$ cat src/rtl/rip_mem_port_arbiter_if.sv
// Simple command port of rip_axi_master: one write channel and one read channel,
// each with a valid/ready command handshake and a one-cycle done pulse.
interface rip_mem_port_arbiter_if #(
    parameter int ADDR_WIDTH = 32,
    parameter int LINE_SIZE  = 4
);
    logic [ADDR_WIDTH-1:0]  waddr;
    logic [LINE_SIZE*8-1:0] wdata;
    logic [LINE_SIZE-1:0]   wstrb;
    logic                   wvalid;
    logic                   wready;
    logic                   wdone;
    logic [ADDR_WIDTH-1:0]  raddr;
    logic                   rvalid;
    logic                   rready;
    logic                   rdone;
    logic [LINE_SIZE*8-1:0] rdata;

    modport master (
        output waddr, wdata, wstrb, wvalid, raddr, rvalid,
        input  wready, wdone, rready, rdone, rdata
    );

    modport slave (
        input  waddr, wdata, wstrb, wvalid, raddr, rvalid,
        output wready, wdone, rready, rdone, rdata
    );
endinterface

$ cat src/rtl/rip_mem_port_arbiter.sv
// Two-client arbiter in front of the rip_axi_master command port; one transaction in flight,
// round-robin grant, or fixed client-0 priority when RIP_MEM_ARB_FIXED_PRIO_EN is defined.
module rip_mem_port_arbiter #(
    parameter int ADDR_WIDTH = 32,
    parameter int LINE_SIZE  = 4
) (
    input  logic                              clk,
    input  logic                              rstn,
    input  logic                              c0_req,
    input  logic [LINE_SIZE-1:0]              c0_we,
    input  logic [ADDR_WIDTH-1:0]             c0_addr,
    input  logic [LINE_SIZE*8-1:0]            c0_wdata,
    output logic [LINE_SIZE*8-1:0]            c0_rdata,
    output logic                              c0_done,
    input  logic                              c1_req,
    input  logic [LINE_SIZE-1:0]              c1_we,
    input  logic [ADDR_WIDTH-1:0]             c1_addr,
    input  logic [LINE_SIZE*8-1:0]            c1_wdata,
    output logic [LINE_SIZE*8-1:0]            c1_rdata,
    output logic                              c1_done,
    rip_mem_port_arbiter_if.master            mst
);
    localparam int B_WIDTH = 8;
    localparam int DATA_W  = LINE_SIZE * B_WIDTH;

    typedef enum logic [1:0] {IDLE, ISSUE, WAIT, RESP} state_t;

    state_t                 state, state_nxt;
    logic                   gnt;
    logic                   is_wr;
    logic                   pick1;
    logic [LINE_SIZE-1:0]   sel_we;
    logic [ADDR_WIDTH-1:0]  sel_addr;
    logic [DATA_W-1:0]      sel_wdata;
    logic [ADDR_WIDTH-1:0]  waddr_q, raddr_q;
    logic [DATA_W-1:0]      wdata_q, c0_rdata_q, c1_rdata_q;
    logic [LINE_SIZE-1:0]   wstrb_q;
    logic                   wvalid_q, rvalid_q, c0_done_q, c1_done_q;
`ifndef RIP_MEM_ARB_FIXED_PRIO_EN
    logic                   last_grant;
`endif

    // Grant selection: client 1 only wins when it is alone or it is client 1's turn.
    always_comb begin
`ifdef RIP_MEM_ARB_FIXED_PRIO_EN
        pick1 = c1_req && !c0_req;
`else
        pick1 = c1_req && (!c0_req || !last_grant);
`endif
        sel_we    = pick1 ? c1_we    : c0_we;
        sel_addr  = pick1 ? c1_addr  : c0_addr;
        sel_wdata = pick1 ? c1_wdata : c0_wdata;
    end

    always_comb begin
        state_nxt = state;
        case (state)
            IDLE:  if (c0_req || c1_req) state_nxt = ISSUE;
            ISSUE: if (is_wr ? (wvalid_q && mst.wready) : (rvalid_q && mst.rready)) state_nxt = WAIT;
            WAIT:  if (is_wr ? mst.wdone : mst.rdone) state_nxt = RESP;
            RESP:  state_nxt = IDLE;
            default: state_nxt = IDLE;
        endcase
    end

    always_ff @(posedge clk or negedge rstn) begin
        if (!rstn) begin
            state      <= IDLE;
            gnt        <= 1'b0;
            is_wr      <= 1'b0;
            waddr_q    <= '0;
            wdata_q    <= '0;
            wstrb_q    <= '0;
            wvalid_q   <= 1'b0;
            raddr_q    <= '0;
            rvalid_q   <= 1'b0;
            c0_rdata_q <= '0;
            c1_rdata_q <= '0;
            c0_done_q  <= 1'b0;
            c1_done_q  <= 1'b0;
`ifndef RIP_MEM_ARB_FIXED_PRIO_EN
            last_grant <= 1'b1;
`endif
        end else begin
            state <= state_nxt;
            case (state)
                IDLE: if (c0_req || c1_req) begin
                    gnt   <= pick1;
                    is_wr <= |sel_we;
`ifndef RIP_MEM_ARB_FIXED_PRIO_EN
                    last_grant <= pick1;
`endif
                    if (|sel_we) begin
                        waddr_q  <= sel_addr;
                        wdata_q  <= sel_wdata;
                        wstrb_q  <= sel_we;
                        wvalid_q <= 1'b1;
                    end else begin
                        raddr_q  <= sel_addr;
                        rvalid_q <= 1'b1;
                    end
                end
                // Only one valid is ever high here, so clearing both on their ready is safe.
                ISSUE: begin
                    if (mst.wready) wvalid_q <= 1'b0;
                    if (mst.rready) rvalid_q <= 1'b0;
                end
                WAIT: if (is_wr ? mst.wdone : mst.rdone) begin
                    if (!is_wr) begin
                        if (gnt) c1_rdata_q <= mst.rdata;
                        else     c0_rdata_q <= mst.rdata;
                    end
                    if (gnt) c1_done_q <= 1'b1;
                    else     c0_done_q <= 1'b1;
                end
                RESP: begin
                    c0_done_q <= 1'b0;
                    c1_done_q <= 1'b0;
                end
                default: ;
            endcase
        end
    end

    assign mst.waddr  = waddr_q;
    assign mst.wdata  = wdata_q;
    assign mst.wstrb  = wstrb_q;
    assign mst.wvalid = wvalid_q;
    assign mst.raddr  = raddr_q;
    assign mst.rvalid = rvalid_q;
    assign c0_rdata   = c0_rdata_q;
    assign c1_rdata   = c1_rdata_q;
    assign c0_done    = c0_done_q;
    assign c1_done    = c1_done_q;
endmodule

$ cat src/flat_wrapper.sv
// flat-port wrapper written by rule: the top's interface ports become plain ports
module rip_mem_port_arbiter_flat 
#(
    parameter int ADDR_WIDTH = 32,
    parameter int LINE_SIZE  = 4
)
  (clk, rstn, c0_req, c0_we, c0_addr, c0_wdata, c0_rdata, c0_done, c1_req, c1_we, c1_addr, c1_wdata, c1_rdata, c1_done, mst_waddr, mst_wdata, mst_wstrb, mst_wvalid, mst_raddr, mst_rvalid, mst_wready, mst_wdone, mst_rready, mst_rdone, mst_rdata);
  rip_mem_port_arbiter_if #(.ADDR_WIDTH(ADDR_WIDTH), .LINE_SIZE(LINE_SIZE)) mst_i ();
  input  logic clk;
  input  logic rstn;
  input  logic c0_req;
  input  logic [LINE_SIZE-1:0] c0_we;
  input  logic [ADDR_WIDTH-1:0] c0_addr;
  input  logic [LINE_SIZE*8-1:0] c0_wdata;
  output logic [LINE_SIZE*8-1:0] c0_rdata;
  output logic c0_done;
  input  logic c1_req;
  input  logic [LINE_SIZE-1:0] c1_we;
  input  logic [ADDR_WIDTH-1:0] c1_addr;
  input  logic [LINE_SIZE*8-1:0] c1_wdata;
  output logic [LINE_SIZE*8-1:0] c1_rdata;
  output logic c1_done;
  output wire logic [$bits(mst_i.waddr)-1:0] mst_waddr;
  output wire logic [$bits(mst_i.wdata)-1:0] mst_wdata;
  output wire logic [$bits(mst_i.wstrb)-1:0] mst_wstrb;
  output wire logic [$bits(mst_i.wvalid)-1:0] mst_wvalid;
  output wire logic [$bits(mst_i.raddr)-1:0] mst_raddr;
  output wire logic [$bits(mst_i.rvalid)-1:0] mst_rvalid;
  input wire logic [$bits(mst_i.wready)-1:0] mst_wready;
  input wire logic [$bits(mst_i.wdone)-1:0] mst_wdone;
  input wire logic [$bits(mst_i.rready)-1:0] mst_rready;
  input wire logic [$bits(mst_i.rdone)-1:0] mst_rdone;
  input wire logic [$bits(mst_i.rdata)-1:0] mst_rdata;
  assign mst_waddr = mst_i.waddr;
  assign mst_wdata = mst_i.wdata;
  assign mst_wstrb = mst_i.wstrb;
  assign mst_wvalid = mst_i.wvalid;
  assign mst_raddr = mst_i.raddr;
  assign mst_rvalid = mst_i.rvalid;
  assign mst_i.wready = mst_wready;
  assign mst_i.wdone = mst_wdone;
  assign mst_i.rready = mst_rready;
  assign mst_i.rdone = mst_rdone;
  assign mst_i.rdata = mst_rdata;
  rip_mem_port_arbiter #(.ADDR_WIDTH(ADDR_WIDTH), .LINE_SIZE(LINE_SIZE)) u_core (.clk(clk), .rstn(rstn), .c0_req(c0_req), .c0_we(c0_we), .c0_addr(c0_addr), .c0_wdata(c0_wdata), .c0_rdata(c0_rdata), .c0_done(c0_done), .c1_req(c1_req), .c1_we(c1_we), .c1_addr(c1_addr), .c1_wdata(c1_wdata), .c1_rdata(c1_rdata), .c1_done(c1_done), .mst(mst_i));
endmodule
$ cat config.mk
export PLATFORM = sky130hd
export DESIGN_NAME = rip_mem_port_arbiter_flat
export DESIGN_NICKNAME = d
export VERILOG_FILES = /design/src/rtl/rip_mem_port_arbiter_if.sv /design/src/rtl/rip_mem_port_arbiter.sv /design/src/flat_wrapper.sv
export SDC_FILE = /design/constraint.sdc
export NUM_CORES = 1
export LEC_CHECK = 0
export BUFFER_PORTS_ARGS = -buffer_cell sky130_fd_sc_hd__buf_2
export CORE_MARGIN = 2
export CORE_UTILIZATION = 43
export CTS_BUF_LIST = sky130_fd_sc_hd__clkbuf_16
export DETAILED_ROUTE_END_ITERATION = 8
export PLACE_DENSITY = 0.74
export RECOVER_POWER = 25
export SLEW_MARGIN = 20
export SYNTH_ARGS = -nofsm -noshare
export SYNTH_HDL_FRONTEND = slang
export SYNTH_SLANG_ARGS = --single-unit
$ cat constraint.sdc
create_clock -name clk -period 1.9 [get_ports clk]
set_input_delay 0.19 -clock clk [delete_from_list [all_inputs] [get_ports clk]]
set_output_delay 0.19 -clock clk [all_outputs]
set_load 0.01 [all_outputs]
# After elaboration in Yosys (flattened, before gate mapping)
# Index checks and enable logic that the tools add are counted.
# W data, S select, Z words.
word_totals:
  wordCells: 73
  out_inout_bits: 168
  regBits: 173
classes:
  mux: 23
  n_reduce_logical: 21
  n_bitwise: 3
  eq_ne: 12
ops:
  columns: ["op", "n"]
  rows:
  - ["$mux W32", 2]
  - ["$reduce_and A4 Y1", 4]
  - ["$reduce_and A3 Y1", 5]
  - ["$mux W1", 12]
  - ["$ne A2 B1 Y1 const B", 5]
  - ["$ne A2 B2 Y1 const B", 4]
  - ["$pmux W1 S2", 4]
  - ["$pmux W2 S4", 1]
  - ["$mux W2", 3]
  - ["$eq A2 B2 Y1 const B", 2]
  - ["$mux W4", 1]
  - ["$reduce_bool A2 Y1", 2]
  - ["$reduce_or A4 Y1", 1]
  - ["$logic_and A1 B1 Y1", 3]
  - ["$not A1 Y1", 3]
  - ["$eq A2 B1 Y1 const B", 1]
  - ["$logic_not A1 Y1", 2]
  - ["$logic_not A2 Y1", 1]
  - ["$logic_or A1 B1 Y1", 2]
  - ["$reduce_and A2 Y1", 1]

# Longest topological paths before layout
# Gate-level depths: netlist of the first run.
logic_depth:
  ltp_word: 8
  ltp_mapped: 7
  ltp_nobuf: 6

# Worst setup path before layout of the first run
# Ideal clock, no wire load.
synth_path:
  path_kind: "reg-to-reg"
  startpoint: "reg u_core.state[0]"
  endpoint: "reg u_core.c0_rdata_q[17], in the netlist u_core.c0_rdata[17]"
  arrival_ps: 1757
  setup_ps: 125
  required_time_ps: 1775
  setup_slack_ps: 18
  n_path_buf: 2
  stages_incl_launch_ff: 8
  cell_sequence: "dfrtp_1 > inv_1 > ha_1 > nor2b_1 > nor2b_1 > clkbuf_1 > buf_2 > mux2_2"
synth_between:
  elab_chain_cells: 2
synth_rtl:
  columns: ["element", "line", "rtl"]
  rows:
  - ["start: declaration", "rip_mem_port_arbiter.sv:28", "state_t state, state_nxt;"]
  - ["start signal: assignment", "rip_mem_port_arbiter.sv:85", "state <= state_nxt;"]
  - ["$eq A2 B2 Y1", "rip_mem_port_arbiter.sv:86", "case (state)"]
  - ["$reduce_and A4 Y1 (no source line)", null, null]
  - ["end signal: assignment", "rip_mem_port_arbiter.sv:111", "else c0_rdata_q <= mst.rdata;"]
  - ["end: declaration", "rip_mem_port_arbiter.sv:36", "logic [DATA_W-1:0] wdata_q, c0_rdata_q, c1_rdata_q;"]
# Every way passes these cells.
# A chain may end at the register's enable or synchronous reset.

# Worst setup path after layout of the first run
layout_path:
  startpoint: "reg u_core.last_grant"
  endpoint: "reg u_core.waddr_q[23], in the netlist u_core.mst.waddr[23]"
layout_between:
  elab_chain_cells: 6
layout_rtl:
  columns: ["element", "line", "rtl"]
  rows:
  - ["start: declaration", "rip_mem_port_arbiter.sv:40", "logic last_grant;"]
  - ["start signal: assignment", "rip_mem_port_arbiter.sv:91", "last_grant <= pick1;"]
  - ["$logic_not A1 Y1 *", "rip_mem_port_arbiter.sv:48", "pick1 = c1_req && (!c0_req || !last_grant);"]
  - ["$logic_or A1 B1 Y1 *", "rip_mem_port_arbiter.sv:48", null]
  - ["$logic_and A1 B1 Y1 *", "rip_mem_port_arbiter.sv:48", null]
  - ["$mux W4", "rip_mem_port_arbiter.sv:50", "sel_we = pick1 ? c1_we : c0_we;"]
  - ["$reduce_or A4 Y1", "rip_mem_port_arbiter.sv:93", "if (|sel_we) begin"]
  - ["$reduce_and A3 Y1 (no source line)", null, null]
  - ["end signal: assignment", "rip_mem_port_arbiter.sv:94", "waddr_q <= sel_addr;"]
  - ["end: declaration", "rip_mem_port_arbiter.sv:35", "logic [ADDR_WIDTH-1:0] waddr_q, raddr_q;"]
# Every way passes the cells marked *; elsewhere a longest branch is shown, timed or not.

==> impl_metrics.tcl, run 1 <==
set metrics [dict create \
    outcome "finished, final reports clean" \
    cts_tree "done" \
    clockBufferDepth 2 \
    drt_iter0_drc 158 \
    min-delay-start "mst_rdata[13]" \
    rsz0062_at_grt "yes" \
    max_stage_delay_ns 0.57 \
    place_hpwl_um 14130 \
    netlist_area_um2 7586 \
    tns_ns 0 \
    finalMaxSlewViolations 0 \
    grt.total_usage 0.2045 \
    routed_wl_um 19070 \
    synthFlopType "dfrtp_1" \
    coreArea_um2 17300 \
    start_util 0.4386 \
    syn_nets 664 \
    rr_startpoint "u_core.last_grant$_DFFE_PN1P_" \
    cp_max_fo 29 \
    cp_slowest_cell "dfstp_2" \
    post-route-period-util 0.9860 \
    setup_viol 0 \
    finalClockSkew_ns 0.006856 \
    synth_edf_count 0 \
    ant_nets 0 \
    worstMarginPinSlew_ns 1.178 \
    die-area_um2 18720 \
    die_h_um 136.8 \
    synth_most_common_cell "mux2_2" \
    finalCriticalPeriod_ns 1.873 \
    fp.dieW_um 136.8 \
    ios 344 \
    remaining_drc_errors 0 \
    dp_slack_ns -0.01453 \
    critPathRequiredTime_ns 2.21 \
    p_total_uw 7733 \
    syn_inst 483 \
    max_freq_mhz 533.8 \
    end_kind "flop" \
    vias_per_cell 4.888 \
    cts_max_level 4 \
    wire_per_inst_um 17.22 \
    syn_to_final_growth_pct 38.26 \
    crit_type "reg -> reg" \
    place_congestion 0.7777 \
    holdWs_ns 0.01696 \
    start_kind "flop" \
    nNetsFinal 1049 \
    cts-root-buf "clkbuf_16" \
    finalHoldViolations 0 \
    finalNonFillerCells 1107 \
    synthDistinctLibCells 33 \
    clock-sinks 173 \
    cp-startpoint "u_core.last_grant$_DFFE_PN1P_" \
    slew_headroom 0.2145 \
    synth_top_area_frac 0.5674 \
    drive_gt1_frac 0.7219 \
    cts_buffers 17 \
    port_buffers 343 \
    power_density_nw_per_um2 737.3 \
    cts.clk_slew.worst_paths_ns 0.07 \
    grt_pass1_wl_um 29360 \
    synth_top_area_cell "dfrtp_1" \
    yosys_warnings 0 \
    grt_pass1_vias 5788 \
    clk_latency_ns 0.42 \
    async_reset_ff_frac 1.000 \
    synth_seq_area_share 0.5708 \
    synth_area_leaders "dfrtp_1 57%, mux2_2 30%, mux2_4 4.2%" \
    fill_cells 1369 \
    vdd_drop_max_mv 0.5808 \
    grt_antenna_before_repair 1 \
    grt_max_degree 46 \
    yosys_register_bits 173 \
    cp_cell_sequence "a21boi_4, mux2_4, nor2_8, buf_12, mux2_2" \
    grt_remaining_overflow 0 \
    crit_arrival_ns 2.18 \
    post-place-cells 1054 \
    hold_class "in -> reg" \
    syn_area_per_cell_um2 15.71 \
    ys_top_cells_by_count "201 x mux2_2, 172 x dfrtp_1, 21 x mux2_4" \
    maxCapViolations 0 \
    finalWorstSetupSlack_ns 0.02653 \
    vias 5411 \
    rows 48 \
    dr.pass1.iters 6 \
    p_leak_uw 0.005856 \
]
## state kept, by name, indices dropped and copies added (netlist names)
name,flops
u_core.last_grant,1
u_core.mst.rvalid,1
u_core.mst.waddr,32
u_core.mst.raddr,32
u_core.state,2
u_core.c1_rdata,32
u_core.mst.wstrb,4
u_core.c0_done,1
u_core.c0_rdata,32
u_core.is_wr,1
u_core.mst.wdata,32
u_core.c1_done,1
u_core.mst.wvalid,1
u_core.gnt,1
## cells in the final DEF (no fill, tap or decap), types with 4 or more instances in the layout
master,Yosys,layout
buf_12,2,5
buf_2,8,342
buf_4,4,20
clkbuf_16,0,18
dfrtp_1,172,172
dlygate4sd3_1,0,19
ha_1,5,4
inv_1,3,4
mux2_1,12,12
mux2_2,201,200
mux2_4,21,22
nand2_1,7,7
nand3_1,5,5
## per-layer routing
| metal | track usage | up-vias | wire length [µm] |
|---|---|---|---|
| met5 | 0 | - | 0 |
| met4 | 0.09450 | 0 | 592 |
| met3 | 0.05370 | 39 | 1251 |
| met2 | 0.3553 | 193 | 9638 |
| met1 | 0.2361 | 2664 | 7583 |
| li1 | - | 2515 | - |
## path summary, 6_finish.rpt
check / cells past startpoint / slack (ns) / end
worst max-delay path: 5 / 0.03 / u_core.mst.waddr[23]$_DFFE_PN0P_
worst min-delay path: 2 / 0.02 / u_core.c1_rdata[13]$_DFFE_PN0P_
worst max register to register: 5 / 0.03 / u_core.mst.waddr[23]$_DFFE_PN0P_
worst min register to register: 1 / 0.48 / u_core.mst.raddr[24]$_DFFE_PN0P_
max in group asynchronous: 3 / 0.34 / u_core.mst.waddr[17]$_DFFE_PN0P_
min in group asynchronous: 2 / 0.56 / u_core.mst.raddr[21]$_DFFE_PN0P_
## kinds of logic (layout without fill, tap and decap cells)
group	after synthesis	after routing	share of synthesized area
muxes	236	236	0.3604
adders and majority gates	5	5	0.008247
buffers and inverters	29	427	0.02738
DFF	173	173	0.5708
AOI/OAI and AO/OA	16	16	0.01501
other	0	1	0
and+or+nand+nor	24	24	0.01814
## final cells by class
type,count,area [µm²],area share
multi-input combinational,281,3075,0.2932
sequential,173,4330,0.4129
timing repair buffer,392,2215,0.2111
inverter,3,11.26,0.001074
clock inverter,15,147.6,0.01408
antenna,1,2.502,0.0002386
clock buffer,17,425.4,0.04056
tap,225,281.5,0.02684
## repair_timing
| action | 4_1_cts | 5_1_grt |
|---|---|---|
| setup buffers | 0 | 0 |
| gates cloned | 0 | 1 |
| endpoints found under the setup margin | 60 | 62 |
| endpoints found under the hold margin | 66 | 1 |
| hold buffers | 18 | 1 |
| gates resized for setup | 1 | 5 |
## metrics by stage
step | util | instance area [µm²]
floorplan | - | 7586
global placement | 0.5613 | 9709
detailed placement | 0.5613 | 9709
CTS | 0.6051 | 10470
global route | 0.6064 | 10490
finish | 0.6064 | 10490
## worst max-delay path: cells and delay by family (launching register included)
| kind | cells | cell delay [ns] |
|---|---|---|
| flip-flops | 1 | 0.57 |
| buffers and inverters | 1 | 0.22 |
| AND/OR/NAND/NOR | 1 | 0.18 |
| AO/OA/AOI/OAI | 1 | 0.07 |
| multiplexers | 2 | 0.70 |
## report_power, final
group | switching, µW | internal, µW
logic | 271 | 329
registers | 16.7 | 3720
clock network | 1460 | 1930
total | 1750 | 5980
Power figures use the tool's default switching activity.
==> run 2, diff against run 1 <==
--- a/config.mk
+++ b/config.mk
@@ -11,2 +11,4 @@
 export CTS_BUF_LIST = sky130_fd_sc_hd__clkbuf_16
+export CTS_CLUSTER_DIAMETER = 50
+export CTS_CLUSTER_SIZE = 16
 export DETAILED_ROUTE_END_ITERATION = 8
==> constraint.sdc (replaced) <==
create_clock -name clk -period 1.9 [get_ports clk]
set_input_delay 0.095 -clock clk [delete_from_list [all_inputs] [get_ports clk]]
set_output_delay 0.095 -clock clk [all_outputs]
set_load 0.01 [all_outputs]
==> run 2 against run 1 <==
Compared with the run above: clock-buffer cell count unchanged; die area unchanged; critical path depth unchanged; via count grew 1.6%; global-route usage fell by 0.11 points; worst setup slack improved by 0.011 ns; critical path type unchanged; largest power group unchanged; clock power grew 4%; sequential power hardly changed; final cell count rose by 1.5%.
==> impl_metrics.tcl, run 2 (synthesis results as in run 1) <==
set metrics [dict create \
    die-area_um2 18720 \
    rsz0062_at_grt "yes" \
    maxCapViolations 0 \
    cts_tree "done" \
    wire_per_inst_um 17.81 \
    fp.dieW_um 136.8 \
    worstMarginPinSlew_ns 1.295 \
    drt_iter0_drc 217 \
    remaining_drc_errors 0 \
    finalClockSkew_ns 0.007731 \
    multiInputGateArea_um2 3099 \
    crit_type "reg -> reg" \
    vias_per_cell 4.890 \
    finalWorstSetupSlack_ns 0.03718 \
    place_hpwl_um 13990 \
    grt.total_usage 0.2035 \
    outcome "finished, final reports clean" \
    cts.clk_slew.worst_paths_ns 0.07 \
    syn_to_final_growth_pct 42.59 \
    antennaDiodeCount 0 \
    hold_class "in -> reg" \
    end_kind "flop" \
    dp_slack_ns 0.004686 \
    met1_length_um 8099 \
    finalCriticalPeriod_ns 1.863 \
    cts-root-buf "clkbuf_16" \
    port_buffers 343 \
    grt_antenna_before_repair 0 \
    die_h_um 136.8 \
    finish.instance_area_um2 10820 \
    max_stage_delay_ns 0.57 \
    post-route-period-util 0.9804 \
    grt_pass1_vias 5685 \
    p_leak_uw 0.005989 \
    dr_wl_met3_um 1308 \
    clockBufferDepth 2 \
    place_congestion 0.7788 \
    ant_nets 0 \
    dr.pass1.iters 4 \
    cp_slowest_cell "dfstp_2" \
    vias 5496 \
    coreArea_um2 17300 \
    rows 48 \
    regToRegSetupSlack_ns 0.04 \
    grt_pass1_wl_um 29380 \
    p_total_uw 7921 \
    nNetsFinal 1068 \
    grt_max_degree 52 \
    critPathRequiredTime_ns 2.21 \
    drive_gt1_frac 0.7086 \
    max_freq_mhz 536.8 \
    regArea_um2 4330 \
    cp_cell_sequence "a21boi_4, mux2_4, nor2_8, buf_12, mux2_2" \
    finalMaxSlewViolations 0 \
    cp_max_fo 20 \
    start_kind "flop" \
    most-common-layout-cells "342 x buf_2, 195 x mux2_2, 172 x dfrtp_1" \
    clock-sinks 173 \
    slew_headroom 0.1365 \
    cts_buffers 17 \
    fill_cells 1348 \
    clk_latency_ns 0.42 \
    top_layer_used "met4" \
    setup_viol 0 \
    crit_arrival_ns 2.17 \
    placed_cell_area_um2 9712 \
    finalHoldViolations 0 \
    cts_max_level 4 \
    vdd_drop_max_mv 0.5814 \
    routed_wl_um 20020 \
    ios 344 \
    start_util 0.4386 \
    power_density_nw_per_um2 732.3 \
    met2_length_um 10070 \
    grt_remaining_overflow 0 \
    final_common_cell "buf_2" \
]
run 2: cell count changes in the layout (fill, tap and decap cells not counted), sizes merged:
cell | previous run | this run
clkbuf | 21 | 23
diode | 1 | 0
clkinv | 6 | 7
bufinv | 2 | 3
clkinvlp | 2 | 0
buf | 369 | 368
inv | 8 | 7
dlygate4sd3 | 19 | 37
run 2: where the power goes:
group / switching [µW] / internal [µW] / leakage [µW]
combinational: 284 / 360 / 0.00332
sequential: 17.1 / 3720 / 0.00237
clock: 1470 / 2070 / 0.000300
total: 1770 / 6150 / 0.00599
run 2: final timing paths:
kind | startpoint | endpoint | cells past startpoint
worst min-delay path | c1_addr[18] | u_core.mst.raddr[18]$_DFFE_PN0P_ | 3
min in group asynchronous | rstn | u_core.mst.waddr[20]$_DFFE_PN0P_ | 2
worst max-delay path | u_core.last_grant$_DFFE_PN1P_ | u_core.mst.wdata[11]$_DFFE_PN0P_ | 5
max in group asynchronous | rstn | u_core.c0_rdata[5]$_DFFE_PN0P_ | 3
worst max register to register | u_core.last_grant$_DFFE_PN1P_ | u_core.mst.wdata[11]$_DFFE_PN0P_ | 5
worst min register to register | u_core.mst.raddr[23]$_DFFE_PN0P_ | u_core.mst.raddr[23]$_DFFE_PN0P_ | 1
run 2: repair_timing:
item / CTS / global route
buffers inserted: 0 / 1
setup endpoints to repair: 14 / 50
endpoints found under the hold margin: 113 / 0
hold buffers: 37 / 0
cloned: 0 / 4
resized for setup: 2 / 12
run 2: cell type report:
cell class,count,area share
Clock buffer,17,0.03933
Multi-Input combinational cell,281,0.2865
Timing Repair Buffer,411,0.2310
Tap cell,225,0.02603
Sequential cell,173,0.4003
Inverter,3,0.001041
Clock inverter,14,0.01573
run 2: critical path, delay by kind of cell, from the launching register on:
family,cells,cell delay (ns)
flops,1,0.57
compound gates,1,0.08
buf+inv,1,0.21
simple gates,1,0.19
mux,2,0.69
run 2: routing by layer:
metal,vias up,global-route usage
met3,36,0.05519
met5,-,0
met1,2708,0.2403
li1,2542,-
met4,0,0.08419
met2,210,0.3506
run 2: through the flow:
stage / setup TNS [ns] / instances / util / hold slack (ns)
2_1_floorplan: 0 / 483 / - / -0.2006
3_3_place_gp: 0 / 1051 / 0.5615 / 0.07266
3_5_place_dp: 0 / 1051 / 0.5615 / 0.07810
4_1_cts: 0 / 1119 / 0.6178 / 0.01664
5_1_grt: -0.2046 / 1124 / 0.6254 / 0.02589
6_report: 0 / 1124 / 0.6254 / 0.03248
==> run 3, diff against run 2 <==
ABC_AREA = 1   (was not set)
CORE_UTILIZATION = 42   (was 43)
PLACE_DENSITY = 0.73   (was 0.74)
==> run 3 against run 2 <==
Compared with the run above: final cell count increased by 39%; die area increased by 0.71%; sequential power increased by 66%; largest cell class unchanged; highest routed layer is now met5; core utilization increased by 3.0 points; clock skew increased by 0.0037 ns; cell area increased by 5.1%; critical path type unchanged; global-route usage increased by 5.6 points.
==> impl_metrics.tcl, run 3 <==
set metrics [dict create \
    outcome "finished, final reports clean" \
    finish.instance_area_um2 11370 \
    rows 48 \
    most-common-layout-cells "357 x nand2_1, 342 x buf_2, 172 x dfrtp_1" \
    r2r_cells 9 \
    place_congestion 0.8049 \
    fp.dieW_um 137.3 \
    p_leak_uw 0.006412 \
    final_common_cell "nand2_1" \
    power_density_nw_per_um2 1433 \
    end_kind "flop" \
    rsz0062_at_grt "no" \
    cts_max_level 4 \
    grt_max_degree 65 \
    yosys_register_bits 173 \
    wire_per_inst_um 15.93 \
    setup_viol 0 \
    port_buffers 343 \
    synth_top_area_cell "dfrtp_1" \
    die-area_um2 18850 \
    clk_latency_ns 0.44 \
    syn_to_final_growth_pct 52.31 \
    synth_most_common_cell "nand2_1" \
    vias 7634 \
    start_util 0.4300 \
    grt_pass1_wl_um 37600 \
    grt.total_usage 0.2590 \
    tns_ns 0 \
    finalCriticalPeriod_ns 1.759 \
    post-route-period-util 0.9260 \
    finalHoldViolations 0 \
    ys_top_cells_by_count "358 x nand2_1, 172 x dfrtp_1, 104 x o21ai_0" \
    synth_area_leaders "dfrtp_1 58%, nand2_1 18%, o21ai_0 7.0%" \
    max_freq_mhz 568.4 \
    maxCapViolations 0 \
    ios 344 \
    drt_iter0_drc 363 \
    clockBufferDepth 2 \
    finalClockSkew_ns 0.01141 \
    cts_buffers 17 \
    vias_per_cell 4.887 \
    cts.clk_slew.worst_paths_ns 0.07 \
    syn_area_per_cell_um2 8.648 \
    async_reset_ff_frac 1.000 \
    netlist_area_um2 7463 \
    worstMarginPinSlew_ns 1.174 \
    synthFlopType "dfrtp_1" \
    cts-root-buf "clkbuf_16" \
    nNetsFinal 1503 \
    routed_wl_um 24880 \
    placed_cell_area_um2 9512 \
    synth_top_area_frac 0.5767 \
    grt_remaining_overflow 0 \
    grt_antenna_before_repair 1 \
    start_kind "flop" \
    syn_inst 863 \
    coreArea_um2 17360 \
    synth_seq_area_share 0.5802 \
    crit_arrival_ns 2.11 \
    cts_tree "done" \
    vdd_drop_max_mv 0.7497 \
    yosys_warnings 0 \
    critPathRequiredTime_ns 2.25 \
    crit_type "reg -> reg" \
    remaining_drc_errors 0 \
    hold_class "in -> reg" \
    syn_nets 1044 \
    regToRegSetupSlack_ns 0.14 \
    dr.pass1.iters 5 \
    clock-sinks 173 \
    drive_gt1_frac 0.3041 \
    hold_depth 5 \
    ant_nets 0 \
    place_hpwl_um 16160 \
    finalMaxSlewViolations 0 \
    cp_max_fo 25 \
    slew_headroom 0.2176 \
    grt_pass1_vias 7482 \
    synthDistinctLibCells 21 \
    synth_edf_count 0 \
    die_h_um 137.3 \
]
-- run 3: changes by cell type in the layout (fill, tap and decap cells not counted), moves of 30 or more --
cell	before	now
o21ai_1	0	30
mux2_2	195	0
o21ai_0	2	104
dlygate4sd3_1	37	124
inv_1	3	44
nand2_1	7	357
nand3_1	5	46
mux2i_1	2	32
-- run 3: layout make-up --
cell class              count  area [µm²]
flip-flops and latches    173        4330
multi-input cells         596        2751
repair buffers            490        3246
diodes                      2       5.005
fillers                  1367        5989
clock inverters            15       162.7
clock buffers              17       425.4
inverters                  44       165.2
well taps                 225       281.5
-- run 3: timing repair --
item | 4_1_cts | 5_1_grt
endpoints found under the hold margin | 158 | 1
hold buffers | 122 | 2
setup endpoints to repair | 0 | 58
gates resized for setup | 0 | 5
setup buffers | 0 | 0
-- run 3: stage by stage --
step	hold WS (ns)	instances	power, µW	setup WS [ns]	util
5_1_grt	0.01345	1560	17470	0.0004827	0.6546
4_1_cts	0.0005752	1557	16230	0.08286	0.6522
6_report	0.01009	1562	16290	0.1406	0.6549
2_1_floorplan	-0.2006	863	9615	0.2818	-
3_3_place_gp	0.06162	1403	12370	0.1563	0.5480
3_5_place_dp	0.06599	1403	12560	0.09724	0.5480
-- run 3: power by group --
| group | internal (µW) | switching (µW) |
|---|---|---|
| clock | 1770 | 1670 |
| sequential | 5350 | 867 |
| combinational | 2660 | 3970 |
-- run 3: worst max-delay path, stage by stage, from the launching register on --
cell	delay (ns)
dfstp_2	0.53
nand2_1	0.13
nand3_1	0.11
nand2_1	0.08
nor2_2	0.18
nand2_4	0.11
nand2_4	0.17
buf_12	0.19
nand2_1	0.08
o21ai_1	0.08
-- run 3: routing by layer --
| metal | routed length [µm] | GRT usage |
|---|---|---|
| met1 | 9734 | 0.2992 |
| met4 | 1152 | 0.1375 |
| met2 | 12160 | 0.4406 |
| met3 | 1821 | 0.06843 |
| met5 | 17 | 0 |
-- run 3: logic make-up (layout without fill, tap and decap cells) --
logic type	after synthesis	after routing	synth area share
simple gates	423	423	0.2225
buf+inv	94	566	0.05448
fa+ha+maj	5	5	0.008382
compound gates	136	136	0.09153
other cells	0	2	0
flops	173	173	0.5802
mux	32	32	0.04292
-- run 3: path summary, 6_finish.rpt --
kind                                          startpoint                          endpoint
max in group asynchronous                           rstn     u_core.last_grant$_DFFE_PN1P_
min in group asynchronous                           rstn   u_core.c0_rdata[30]$_DFFE_PN0P_
hold / removal                               c0_addr[17]  u_core.mst.raddr[17]$_DFFE_PN0P_
hold reg to reg            u_core.last_grant$_DFFE_PN1P_     u_core.last_grant$_DFFE_PN1P_
setup reg to reg           u_core.last_grant$_DFFE_PN1P_  u_core.mst.wdata[27]$_DFFE_PN0P_
setup / recovery           u_core.last_grant$_DFFE_PN1P_  u_core.mst.wdata[27]$_DFFE_PN0P_
